$ cat config.mk
export PLATFORM = sky130hd
export DESIGN_NAME = ack_bus_sched
export DESIGN_NICKNAME = d
export VERILOG_FILES = /design/src/rtl/ack_bus_sched_pkg.sv /design/src/rtl/ack_age_counter.sv /design/src/rtl/ack_bus_sched.sv
export SDC_FILE = /design/constraint.sdc
export NUM_CORES = 1
export LEC_CHECK = 0
export ABC_AREA = 1
export CAP_MARGIN = 20
export CORE_UTILIZATION = 25
export CTS_BUF_LIST = sky130_fd_sc_hd__clkbuf_8 sky130_fd_sc_hd__clkbuf_16
export DETAILED_ROUTE_END_ITERATION = 6
export GPL_TIMING_DRIVEN = 0
export PLACE_DENSITY = 0.49
export RECOVER_POWER = 25
export SLEW_MARGIN = 0
export SYNTH_ARGS = -nofsm -noshare
export SYNTH_HDL_FRONTEND = slang
export SYNTH_SLANG_ARGS = --single-unit
$ cat constraint.sdc
create_clock -name clk -period 2 [get_ports clk]
set_clock_uncertainty 0.1 [all_clocks]
set_input_delay 0.4 -clock clk [delete_from_list [all_inputs] [get_ports clk]]
set_output_delay 0.4 -clock clk [all_outputs]
set_load 0.01 [all_outputs]
$ cat src/rtl/ack_bus_sched_pkg.sv
`default_nettype none
// ============================================================================
// Module      : ack_bus_pkg
// Description : Shared constants, state encoding and the priority search
//               helper for the ACK bus scheduler.
// Revision    : 1.0 - initial release
// ============================================================================
package ack_bus_pkg;

    localparam int NUM_REQ = 4;

    // Requester IDs, lowest ID is highest base priority
    localparam logic [1:0] ID_MEM  = 2'd0;
    localparam logic [1:0] ID_SHA  = 2'd1;
    localparam logic [1:0] ID_AES  = 2'd2;
    localparam logic [1:0] ID_CTRL = 2'd3;

    typedef enum logic [1:0] {
        ST_IDLE  = 2'd0,
        ST_GRANT = 2'd1,
        ST_GAP   = 2'd2
    } state_e;

    // First set bit of vec, searching upward from start and wrapping at NUM_REQ.
    // With start=0 this is a plain lowest-ID priority encoder.
    function automatic logic [1:0] pick_from(input logic [NUM_REQ-1:0] vec,
                                             input logic [1:0]         start);
        logic [1:0] idx;
        logic [1:0] pick;
        logic       found;
        pick  = start;
        found = 1'b0;
        for (int i = 0; i < NUM_REQ; i++) begin
            idx = start + 2'(i);
            if (!found && vec[idx]) begin
                pick  = idx;
                found = 1'b1;
            end
        end
        return pick;
    endfunction

endpackage
`default_nettype wire

$ cat src/rtl/ack_age_counter.sv
`default_nettype none
// ============================================================================
// Module      : ack_age_counter
// Description : Saturating wait counter for one ACK requester. Counts cycles
//               the request is pending and not being granted; clears on grant
//               or when the request is withdrawn.
// Revision    : 1.0 - initial release
// ============================================================================
module ack_age_counter #(
    parameter int MAX_WAIT = 7,
    parameter int CNT_W    = 3
) (
    input  logic             clk,
    input  logic             rst,
    input  logic             req_i,
    input  logic             grant_i,
    output logic [CNT_W-1:0] cnt_o
);

    localparam logic [CNT_W-1:0] C_MAX = CNT_W'(MAX_WAIT);

    logic [CNT_W-1:0] cnt_q;
    logic [CNT_W-1:0] cnt_d;

    // Next count: clear on grant/withdraw, otherwise climb and stick at the limit
    always_comb begin
        cnt_d = cnt_q;
        if (!req_i || grant_i) begin
            cnt_d = '0;
        end else if (cnt_q != C_MAX) begin
            cnt_d = cnt_q + 1'b1;
        end
    end

    // Counter register
    always_ff @(posedge clk or posedge rst) begin
        if (rst) begin
            cnt_q <= '0;
        end else begin
            cnt_q <= cnt_d;
        end
    end

    assign cnt_o = cnt_q;

endmodule
`default_nettype wire

$ cat src/rtl/ack_bus_sched.sv
`default_nettype none
// ============================================================================
// Module      : ack_bus_sched
// Description : Scheduler for the shared ACK bus. Picks one of MEM/SHA/AES/
//               CTRL per grant slot, drives a registered one-hot READY pulse,
//               the winner ID and ack_event, then inserts a turnaround gap.
//               Aging counters force priority for requesters that waited
//               MAX_WAIT cycles.
//               Optional macro ACK_BUS_ROUND_ROBIN_EN: rotating base policy
//               starting one past the last winner.
// Revision    : 1.0 - initial release
// ============================================================================
module ack_bus_sched
    import ack_bus_pkg::*;
#(
    parameter int MAX_WAIT   = 7,
    parameter int GAP_CYCLES = 1
) (
    input  logic       clk,
    input  logic       rst,
    input  logic       req_mem,
    input  logic       req_sha,
    input  logic       req_aes,
    input  logic       req_ctrl,
    output logic       ack_ready_to_mem,
    output logic       ack_ready_to_sha,
    output logic       ack_ready_to_aes,
    output logic       ack_ready_to_ctrl,
    output logic [1:0] winner_source_id,
    output logic       ack_event,
    output logic       busy
);

    localparam int               CNT_W      = $clog2(MAX_WAIT + 1);
    localparam int               GAP_W      = 4;
    localparam logic [CNT_W-1:0] C_MAX_WAIT = CNT_W'(MAX_WAIT);
    localparam logic [GAP_W-1:0] C_GAP_LOAD = GAP_W'(GAP_CYCLES - 1);

    logic [NUM_REQ-1:0]            req_vec;
    logic [NUM_REQ-1:0][CNT_W-1:0] wait_cnt;
    logic [NUM_REQ-1:0]            aged_vec;
    logic [1:0]                    sel_id;
    logic                          grant_fire;
    logic [NUM_REQ-1:0]            grant_vec;

    state_e             state_q,     state_d;
    logic [GAP_W-1:0]   gap_cnt_q,   gap_cnt_d;
    logic [NUM_REQ-1:0] ready_q,     ready_d;
    logic [1:0]         winner_q,    winner_d;
    logic               ack_event_q, ack_event_d;

    assign req_vec = {req_ctrl, req_aes, req_sha, req_mem};

    // One aging counter per requester; a counter only matters while its request is pending
    for (genvar i = 0; i < NUM_REQ; i++) begin : g_age
        ack_age_counter #(
            .MAX_WAIT (MAX_WAIT),
            .CNT_W    (CNT_W)
        ) u_age (
            .clk     (clk),
            .rst     (rst),
            .req_i   (req_vec[i]),
            .grant_i (grant_vec[i]),
            .cnt_o   (wait_cnt[i])
        );
        assign aged_vec[i] = req_vec[i] && (wait_cnt[i] == C_MAX_WAIT);
    end

`ifdef ACK_BUS_ROUND_ROBIN_EN
    logic [1:0] rr_ptr_q;

    // Remember the last winner so the next search starts just past it
    always_ff @(posedge clk or posedge rst) begin
        if (rst) begin
            rr_ptr_q <= 2'd0;
        end else if (grant_fire) begin
            rr_ptr_q <= sel_id;
        end
    end

    // Starved requesters first, otherwise rotate from the last winner
    always_comb begin
        if (|aged_vec) begin
            sel_id = pick_from(aged_vec, ID_MEM);
        end else begin
            sel_id = pick_from(req_vec, rr_ptr_q + 2'd1);
        end
    end
`else
    // Starved requesters first, otherwise fixed lowest-ID priority
    always_comb begin
        if (|aged_vec) begin
            sel_id = pick_from(aged_vec, ID_MEM);
        end else begin
            sel_id = pick_from(req_vec, ID_MEM);
        end
    end
`endif

    assign grant_fire = (state_q == ST_IDLE) && (|req_vec);
    assign grant_vec  = grant_fire ? (4'b0001 << sel_id) : '0;

    // FSM next state and registered output values
    always_comb begin
        state_d     = state_q;
        gap_cnt_d   = gap_cnt_q;
        ready_d     = '0;
        ack_event_d = 1'b0;
        winner_d    = winner_q;
        case (state_q)
            ST_IDLE: begin
                if (grant_fire) begin
                    ready_d     = grant_vec;
                    ack_event_d = 1'b1;
                    winner_d    = sel_id;
                    state_d     = ST_GRANT;
                end
            end
            ST_GRANT: begin
                gap_cnt_d = C_GAP_LOAD;
                state_d   = ST_GAP;
            end
            ST_GAP: begin
                if (gap_cnt_q == '0) begin
                    state_d = ST_IDLE;
                end else begin
                    gap_cnt_d = gap_cnt_q - 1'b1;
                end
            end
            default: begin
                state_d = ST_IDLE;
            end
        endcase
    end

    // FSM state, gap counter and output registers
    always_ff @(posedge clk or posedge rst) begin
        if (rst) begin
            state_q     <= ST_IDLE;
            gap_cnt_q   <= '0;
            ready_q     <= '0;
            winner_q    <= ID_MEM;
            ack_event_q <= 1'b0;
        end else begin
            state_q     <= state_d;
            gap_cnt_q   <= gap_cnt_d;
            ready_q     <= ready_d;
            winner_q    <= winner_d;
            ack_event_q <= ack_event_d;
        end
    end

    assign ack_ready_to_mem  = ready_q[ID_MEM];
    assign ack_ready_to_sha  = ready_q[ID_SHA];
    assign ack_ready_to_aes  = ready_q[ID_AES];
    assign ack_ready_to_ctrl = ready_q[ID_CTRL];
    assign winner_source_id  = winner_q;
    assign ack_event         = ack_event_q;
    assign busy              = (state_q != ST_IDLE);

    // At most one requester may ever see READY
    a_ready_onehot0: assert property (@(posedge clk) disable iff (rst) $onehot0(ready_q));

endmodule
`default_nettype wire
**Word-level counts from Yosys, hierarchy flattened**

Cells that the tools add are included.

- Register bits after elaboration: 25
- Word-level logic and storage cells: 103
- Bits of input ports: 6
- Output and inout port bits: 8

- $add $sub $neg: 5
- Reduce and logical (&&, ||, !) cells: 38
- Equality and inequality tests: 13
- Muxes and demuxes: 37
- Shift operators: 1

Operators by type and width:

| cell | count |
|---|---|
| 3-bit two-way mux | 8 |
| 1-bit two-way mux | 16 |
| 4-bit two-way mux | 4 |
| 2-bit two-way mux | 7 |
| 3-bit by 1-bit adder with 3-bit output, second input constant | 4 |
| 3-bit == test, second input constant | 4 |
| 3-bit != test, second input constant | 4 |
| 2-bit nonzero test | 6 |
| 1-bit logical AND | 11 |
| 1-bit zero test | 10 |
| 4-bit case mux with 2 select lines | 1 |
| 4-bit OR reduction | 2 |
| 2-bit != test, second input constant | 3 |
| 2-bit case mux with 3 select lines | 1 |
| 2-bit AND reduction | 3 |
| 4-bit zero test | 1 |
| 1-bit logical OR | 4 |
| 1-bit by 2-bit << shifter with 4-bit output, first input constant | 1 |
| 4-bit by 1-bit subtractor with 4-bit output, second input constant | 1 |
| 2-bit by 1-bit == test with 1-bit output, second input constant | 1 |
| 2-bit == test, second input constant | 1 |
| 2-bit zero test | 1 |

**Depth between registers and ports, before layout**

Gate-level depths: netlist of run 1.

- Depth after elaboration: 20
- Mapped depth: 12
- Depth with buffers taken out: 12

**By module**

A second synthesis of run 1 with hierarchy kept.

- Cell total of the unflattened synthesis: 156
- Area total of the unflattened synthesis: 1,350.0 um2

By module, submodules not included:

| module | sequential area each (um2) | instances | area each (um2) | cells each |
|---|---|---|---|---|
| ack_bus_sched | 325.3 | 1 | 724.4 | 80 |
| ack_age_counter | 75.1 | 4 | 156.4 | 19 |

**Least setup slack after synthesis of run 1**

No wires, ideal clock.

- Kind: reg-to-reg
- Start point: reg g_age[2].u_age.cnt_q[0]
- End point: reg g_age[0].u_age.cnt_q[1]
- Arrival: 1.451 ns
- Library setup time: 0.117 ns
- Path buffers: 0
- Data required time: 1.783 ns
- Clock period less this slack: 1.669 ns
- Stages on the path, launching flop included: 11
- Slack: 0.331 ns
- Cells stage by stage: dfrtp_1 ha_1 ha_1 nand2_1 nand2_1 inv_1 nand2_2 a21oi_2 nand2_2 nand3_1 nand2_1

- Longest elaborated chain between the ends: 13
- Elaborated cells on any way between the ends: 16
- Classes of those cells: 1 x eq/ne; 1 x shift; 7 x mux; 7 x reduce/logical

Ends and longest elaborated chain:

| what | line | RTL |
|---|---|---|
| from (decl) | ack_age_counter.sv:22 | `logic [CNT_W-1:0] cnt_q;` |
| from (signal assigned) | ack_age_counter.sv:40 | `cnt_q <= cnt_d;` |
| 3-bit == test (*) | ack_bus_sched.sv:66 | `assign aged_vec[i] = req_vec[i] && (wait_cnt[i] == C_MAX_WAIT);` |
| 1-bit logical AND (*) | ack_bus_sched.sv:66 |  |
| 1-bit logical AND | ack_bus_sched_pkg.sv:35 | `if (!found && vec[idx]) begin` |
| 1-bit two-way mux | ack_bus_sched_pkg.sv:35 |  |
| 1-bit two-way mux | ack_bus_sched.sv:92 | `if (\|aged_vec) begin` |
| 1-bit zero test | ack_bus_sched_pkg.sv:35 |  |
| 1-bit logical AND | ack_bus_sched_pkg.sv:35 |  |
| 2-bit two-way mux | ack_bus_sched_pkg.sv:35 |  |
| 2-bit two-way mux (*) | ack_bus_sched.sv:92 |  |
| 1-bit by 2-bit << shifter with 4-bit output (*) | ack_bus_sched.sv:101 | `assign grant_vec = grant_fire ? (4'b0001 << sel_id) : '0;` |
| 4-bit two-way mux (*) | ack_bus_sched.sv:101 |  |
| 1-bit logical OR (*) | ack_age_counter.sv:28 | `if (!req_i \|\| grant_i) begin` |
| 3-bit two-way mux / 2-bit nonzero test (equally long branches) | n/a |  |
| to (signal assigned) | ack_age_counter.sv:40 |  |
| to (decl) | ack_age_counter.sv:22 |  |

Mark *: on every way between the ends. The rest lies on a longest branch, timed or not. The select of a mux whose other input is x is not followed.
A chain may end at the register's enable or synchronous reset.

**Final worst setup path of run 1**

- Start point: reg state_q[1]
- End point: out busy

- Longest elaborated chain between the ends: 1

Ends and longest elaborated chain:

| what | line | RTL |
|---|---|---|
| from (decl) | ack_bus_sched.sv:46 | `state_e state_q, state_d;` |
| from (signal assigned) | ack_bus_sched.sv:145 | `state_q <= state_d;` |
| 2-bit nonzero test | ack_bus_sched.sv:159 | `assign busy = (state_q != ST_IDLE);` |
| to (decl) | ack_bus_sched.sv:31 | `output logic busy` |

Every way passes these cells.

==> impl_results.md, run 1 <==
- Outcome: finished clean
- CTS root buffer: clkbuf_8
- Dpl ws: roughly 0.034 ns
- Hold_ws: about 0.4 ns
- LEAKAGE: 0.856 nW
- Layout net count: about 180
- CP bufs+invs: 2
- Setup WS post-layout: approximately 0.14 ns
- Routed Antenna Nets: 0
- Initial Util: 0.265
- ANT cells: 0
- Mapped Cells: 143
- Sequential area share after synthesis: 0.490
- Die ar.: between 5000 and 6000 µm²
- Vias in the first global route: approximately 950
- Crit Path Max Fanout: 3
- Main combinational cell family by area after synthesis: simple AND/OR/NAND/NOR gates
- Num ports: 14
- Warnings from Yosys: 0
- Post-synthesis compound-gate area fraction: 0.0353
- WS Path Type: reg -> out
- Synth Cell Area: between 1000 and 1500 µm²
- Worst R2R Setup Slack: about 0.20 ns
- Routability Congestion: slightly below 0.8
- Syn Nets: 159
- Clk buf depth: 2
- Via count: between 900 and 1000
- FMAX: roughly 540 MHz
- Largest cells by area after synthesis: dfrtp_1 49%, ha_1 9.8%, inv_1 7.3%
- HPWL Detailed: roughly 1700 µm
- Vias/cell: 3.99
- CP top delay family: buffers and inverters
- Hold_sp: winner_source_id[0]
- Post-synthesis mux area share: 0.0392
- Post-CTS Setup Inserts: 0
- Synth Flop Type: dfrtp_1
- # setup viols final: 0
- WHS Path Cells: 2
- Initial drt markers: 25
- Endpoints failing hold: 0
- Share of cells above drive strength 1: 0.106
- H-tree lvl count: 1
- Routed WL per cell: 9.45 µm
- Hold EP: winner_source_id[0]
- Port Buffer Count: 13
- Post-Route WL: 2160 µm
- Ys async rst share: 1.00
- Hold Path Class: reg -> reg
- Post-synthesis area per instance: 8.93 µm²
- Count of pins over their slew limit: 0
- CTS tree: built
- Period utilisation layout: 0.928
- CP Capture Type: output port
- Die height: 73.5 µm
- Post-synthesis xor/xnor area fraction: 0.0411
- GR Util All Layers: 0.0970
- Crit path DAT: ~1.4 ns
- R2r startpoint: g_age[2].u_age.cnt_o[0]
- TritonCTS sink count: 25
- Die width: between 70 and 80 µm
- Slowest CP cell: clkdlybuf4s50_1
- Tightest Pin Transition: roughly 0.66 ns
- First-pass GRT wire length: 4080 µm
- Grt ovf: 0
- DRC Markers: 0
- R2R depth: 11
- Worst path required time: around 1.5 ns
- TNS Setup: 0 ns
- Synth unique cells: 18
- Crit-path cells: nor2_2 > inv_1 > clkdlybuf4s50_1
- Area Overhead vs Synth: 22.3%
- FF+latch count, synth: 25
- FF-to-FF End: g_age[2].u_age.cnt_o[2]
- Pwr Density: 909 nW/µm²
- Top post-synthesis cells by count: 25 x dfrtp_1, 25 x inv_1, 24 x nand2_1
- Period minus WS final: approximately 1.9 ns
- Antenna violations before repair: 0
- Num CTS Buffers: 3
- Adder-Cell Fraction of Synth Area: 0.0979
- Yosys top cell by area: dfrtp_1
- Post-Synth Simple-Gate Area: 0.217
- CTS Hold Bufs: 0
- Critical Path Start Type: flop
- Synth top area share: 0.490
- RSZ-0062 raised after global routing: no
- Peak VDD IR: between 0.0003 and 0.0004 V
- Max-Cap Viols: 0
- Max incr delay on CP: around 0.47 ns
- Worst-Skew Late Latency: roughly 0.27 ns
- # rows: 25
- Post-synth EDFFs: 0
- Core area: 4820 µm²
- Largest net degree at the start of global routing: 26
- Final core utilization: 0.324
- Pre-antenna DRT Iters: 2
- Slew Limit Headroom: 0.557
- Worst-path clk slew: roughly 0.090 ns
## power by group
group / total (mW) / internal (mW) / leakage [nW] / switching, mW
sequential: 0.665 / 0.606 / 0.331 / 0.0587
clock: 0.308 / 0.141 / 0.0217 / 0.167
combinational: 0.448 / 0.210 / 0.503 / 0.238
total: 1.42 / 0.957 / 0.856 / 0.463
## per-stage QoR
step           cell area (µm²)  instances  power, mW
6_report                  1560        228       1.42
2_1_floorplan             1280        143      0.933
3_3_place_gp              1490        223       1.10
3_5_place_dp              1490        223       1.12
5_1_grt                   1560        228       1.55
4_1_cts                   1540        227       1.43
## repair_timing
item | in CTS | in global routing
gates resized for setup | 0 | 2
hold endpoints to repair | 0 | 0
endpoints found under the setup margin | 0 | 3
## flip-flops by register name, summed over array words and instances, names as in the netlist
signal             cells
ack_event              1
ready_q                4
state_q                2
g_age.u_age.cnt_o     12
gap_cnt_q              4
winner_source_id       2
## cell type report
class	count	area, µm²
sequential	25	626
clock buffer	3	41.3
tap	67	83.8
multi-input combinational	91	561
timing repair buffer	14	143
fill	540	3250
inverter	27	101
clock inverter	1	7.51
## how the worst max path moves through the flow
stage,endpoint,from,cells after the start
6_report,busy,state_q[1],3
4_1_cts,busy,state_q[1],3
2_1_floorplan,g_age[0].u_age.cnt_o[1],g_age[2].u_age.cnt_o[0],10
3_5_place_dp,g_age[1].u_age.cnt_o[0],req_mem,8
3_3_place_gp,g_age[1].u_age.cnt_o[0],req_mem,8
5_1_grt,g_age[2].u_age.cnt_o[1],g_age[3].u_age.cnt_o[0],12
## worst register-to-register path, delay by kind of cell, from the launching register on
kind / cells / cell delay (ns)
AND/OR/NAND/NOR: 8 / 0.70
adder cells (fa/ha/maj): 2 / 0.46
flip-flops: 1 / 0.41
buffers and inverters: 1 / 0.06
## layout by cell type (no fill, tap or decap), drive strengths merged
cell type       n
nand3           9
o21bai          1
o22ai           3
nand2          33
ha             10
dlygate4sd3     1
clkbuf          3
inv            26
dfrtp          25
o21ai           2
a21oi           1
clkinvlp        1
nor2           21
mux2i           5
clkdlybuf4s50  12
xnor2           1
dlymetal6s4s    1
clkinv          1
xor2            5
## logic make-up after synthesis
logic type	Yosys count
AO/OA/AOI/OAI	7
XOR/XNOR	6
adder cells (fa/ha/maj)	10
buffers and inverters	27
flip-flops	25
multiplexers	5
AND/OR/NAND/NOR	63
## layer usage
layer	vias up	global-route usage	wire length (µm)
li1	476	-	-
met1	416	0.118	1040
met2	13	0.169	1010
met3	4	0.0288	85
met4	0	0.0192	19
met5	-	0	0
Note: power is estimated with default switching activity, not from simulation.
==> run 2, diff against run 1 <==
Settings changed: TNS_END_PERCENT set to 20.
==> results of run 2 <==
The final DEF is identical to that of run 1; final timing and power are the same.
==> run 3, diff against run 2 <==
Settings changed: CAP_MARGIN 20 to 25, CORE_UTILIZATION 25 to 40, PLACE_DENSITY 0.49 to 0.67.
==> run 3 against run 2 <==
- clock-buffer cell count is the same
- setup slack gained 0.020 ns
- sequential power shrank 1%
- utilization grew 17 points
- sequential cell count is the same
- routed wire length shrank 7.7%
- highest routed layer unchanged
==> impl_results.md, run 3 (synthesis gave the netlist of run 1 again) <==
- Placed inst area: 1460 µm²
- Initial drt markers: 18
- Post-CTS Setup Inserts: 0
- Most frequent cells in the layout: 26 x inv_1, 25 x nand2_1, 25 x dfrtp_1, 20 x nor2_1, 11 x clkdlybuf4s50_1
- Endpoints failing hold: 0
- Die ar.: ~3400 µm²
- Fillcell total: 312
- Routed WL per cell: between 9 and 10 µm
- Total Power: around 1.4 mW
- Period minus WS final: 1.84 ns
- Routability Congestion: roughly 0.74
- Peak VDD IR: around 0.00033 V
- Worst path required time: 1.50 ns
- Worst-path clk slew: approximately 0.08 ns
- WS Path Type: reg -> out
- ANT cells: 0
- Initial Util: 0.418
- Tightest Pin Transition: approximately 0.9 ns
- Slowest CP cell: clkdlybuf4s50_1
- Clk buf depth: 2
- Routed Antenna Nets: 0
- Area occupied by multi-input gates: approximately 560 µm²
- Max incr delay on CP: approximately 0.47 ns
- Num CTS Buffers: 3
- Pwr Density: just over 900 nW/µm²
- Hold Path Class: reg -> reg
- Crit path DAT: 1.34 ns
- Largest register FFs: 12
- Worst-Skew Late Latency: around 0.27 ns
- Most common cell after layout, fill and taps aside: inv_1
- Count of pins over their slew limit: 0
- First-pass GRT wire length: ~3500 µm
- Layout net count: 177
- Post-Route WL: a little under 2000 µm
- CTS Hold Bufs: 0
- Die height: around 59 µm
- Period utilisation layout: 0.918
- # rows: 20
- FF/Latch Area: 626 µm²
- FMAX: approximately 540 MHz
- Outcome: finished clean
- Share of cells above drive strength 1: 0.0875
- Largest net degree at the start of global routing: 26
- Core area: 3050 µm²
- Critical Path Start Type: flop
- RSZ-0062 raised after global routing: no
- HPWL Detailed: roughly 1600 µm
- Crit-path cells: nor2_1 > inv_1 > clkdlybuf4s50_1
- Crit Path Max Fanout: 3
- Grt ovf: 0
- CTS root buffer: clkbuf_8
- Die width: between 50 and 60 µm
- Pre-antenna DRT Iters: 4
- CP Capture Type: output port
- Area Overhead vs Synth: 18.4%
- Slew Limit Headroom: 0.381
- # setup viols final: 0
- Max-Cap Viols: 0
- TritonCTS sink count: 25
- CP bufs+invs: 2
- DRC Markers: 0
- GR Util All Layers: 0.137
- CTS tree: built
- Num ports: 14
- Vias/cell: between 4 and 5
- Vias in the first global route: 880
- Final Cell Area: ~1500 µm²
- LEAKAGE: between 0.8 and 0.9 nW
- CP top delay family: buffers and inverters
- H-tree lvl count: 1
- TNS Setup: 0 ns
- Final core utilization: 0.495
- Via count: around 890
- Antenna violations before repair: 0
- Port Buffer Count: 13
-- run 3: power breakdown --
part	internal (mW)	switching (mW)	leakage, nW	total [mW]
Sequential	0.606	0.0522	0.331	0.658
Clock	0.137	0.147	0.0269	0.284
Combinational	0.201	0.234	0.490	0.435
Total	0.945	0.433	0.848	1.38
-- run 3: cell type report --
| type | instances | area share |
|---|---|---|
| Timing Repair Buffer | 13 | 0.0860 |
| Clock buffer | 3 | 0.0273 |
| Sequential cell | 25 | 0.414 |
| Tap cell | 44 | 0.0364 |
| Clock inverter | 1 | 0.00248 |
| Multi-Input combinational cell | 91 | 0.367 |
| Inverter | 27 | 0.0670 |
-- run 3: metal layers --
layer,track usage,vias to the layer above,part of all wire
li1,-,468,-
met3,0.0286,3,0.029
met1,0.164,402,0.46
met4,0.0612,0,0.014
met5,0,-,0
met2,0.236,14,0.50
-- run 3: worst paths after layout --
path / slack, ns / startpoint / cells past startpoint / to
worst max-delay path: 0.16 / state_q[1] / 3 / busy
worst min-delay path: 0.42 / g_age[3].u_age.cnt_o[1] / 2 / g_age[3].u_age.cnt_o[1]
worst max register to register: 0.18 / g_age[2].u_age.cnt_o[0] / 10 / g_age[0].u_age.cnt_o[1]
worst min register to register: 0.42 / g_age[3].u_age.cnt_o[1] / 2 / g_age[3].u_age.cnt_o[1]
max in group asynchronous: 0.55 / rst / 2 / g_age[1].u_age.cnt_o[0]
min in group asynchronous: 0.68 / rst / 2 / gap_cnt_q[0]
-- run 3: through the flow --
step	cells	worst slack (ns)	hold WS, ns
final	204	0.163	0.422
after global routing	204	0.0136	0.440
after CTS	204	0.110	0.427
after detailed placement	200	0.0455	0.407
after global placement	200	0.0593	0.383
after floorplan	143	0.331	0.327
-- run 3: worst min-delay path: stages (launching register included) --
cell and delay, ns:
dfrtp_1 0.36, nand3_1 0.08, nand2_1 0.06
-- run 3: what timing repair did --
item | CTS | global route
setup endpoints to repair | 0 | 3
endpoints found under the hold margin | 0 | 0
gates resized for setup | 0 | 1
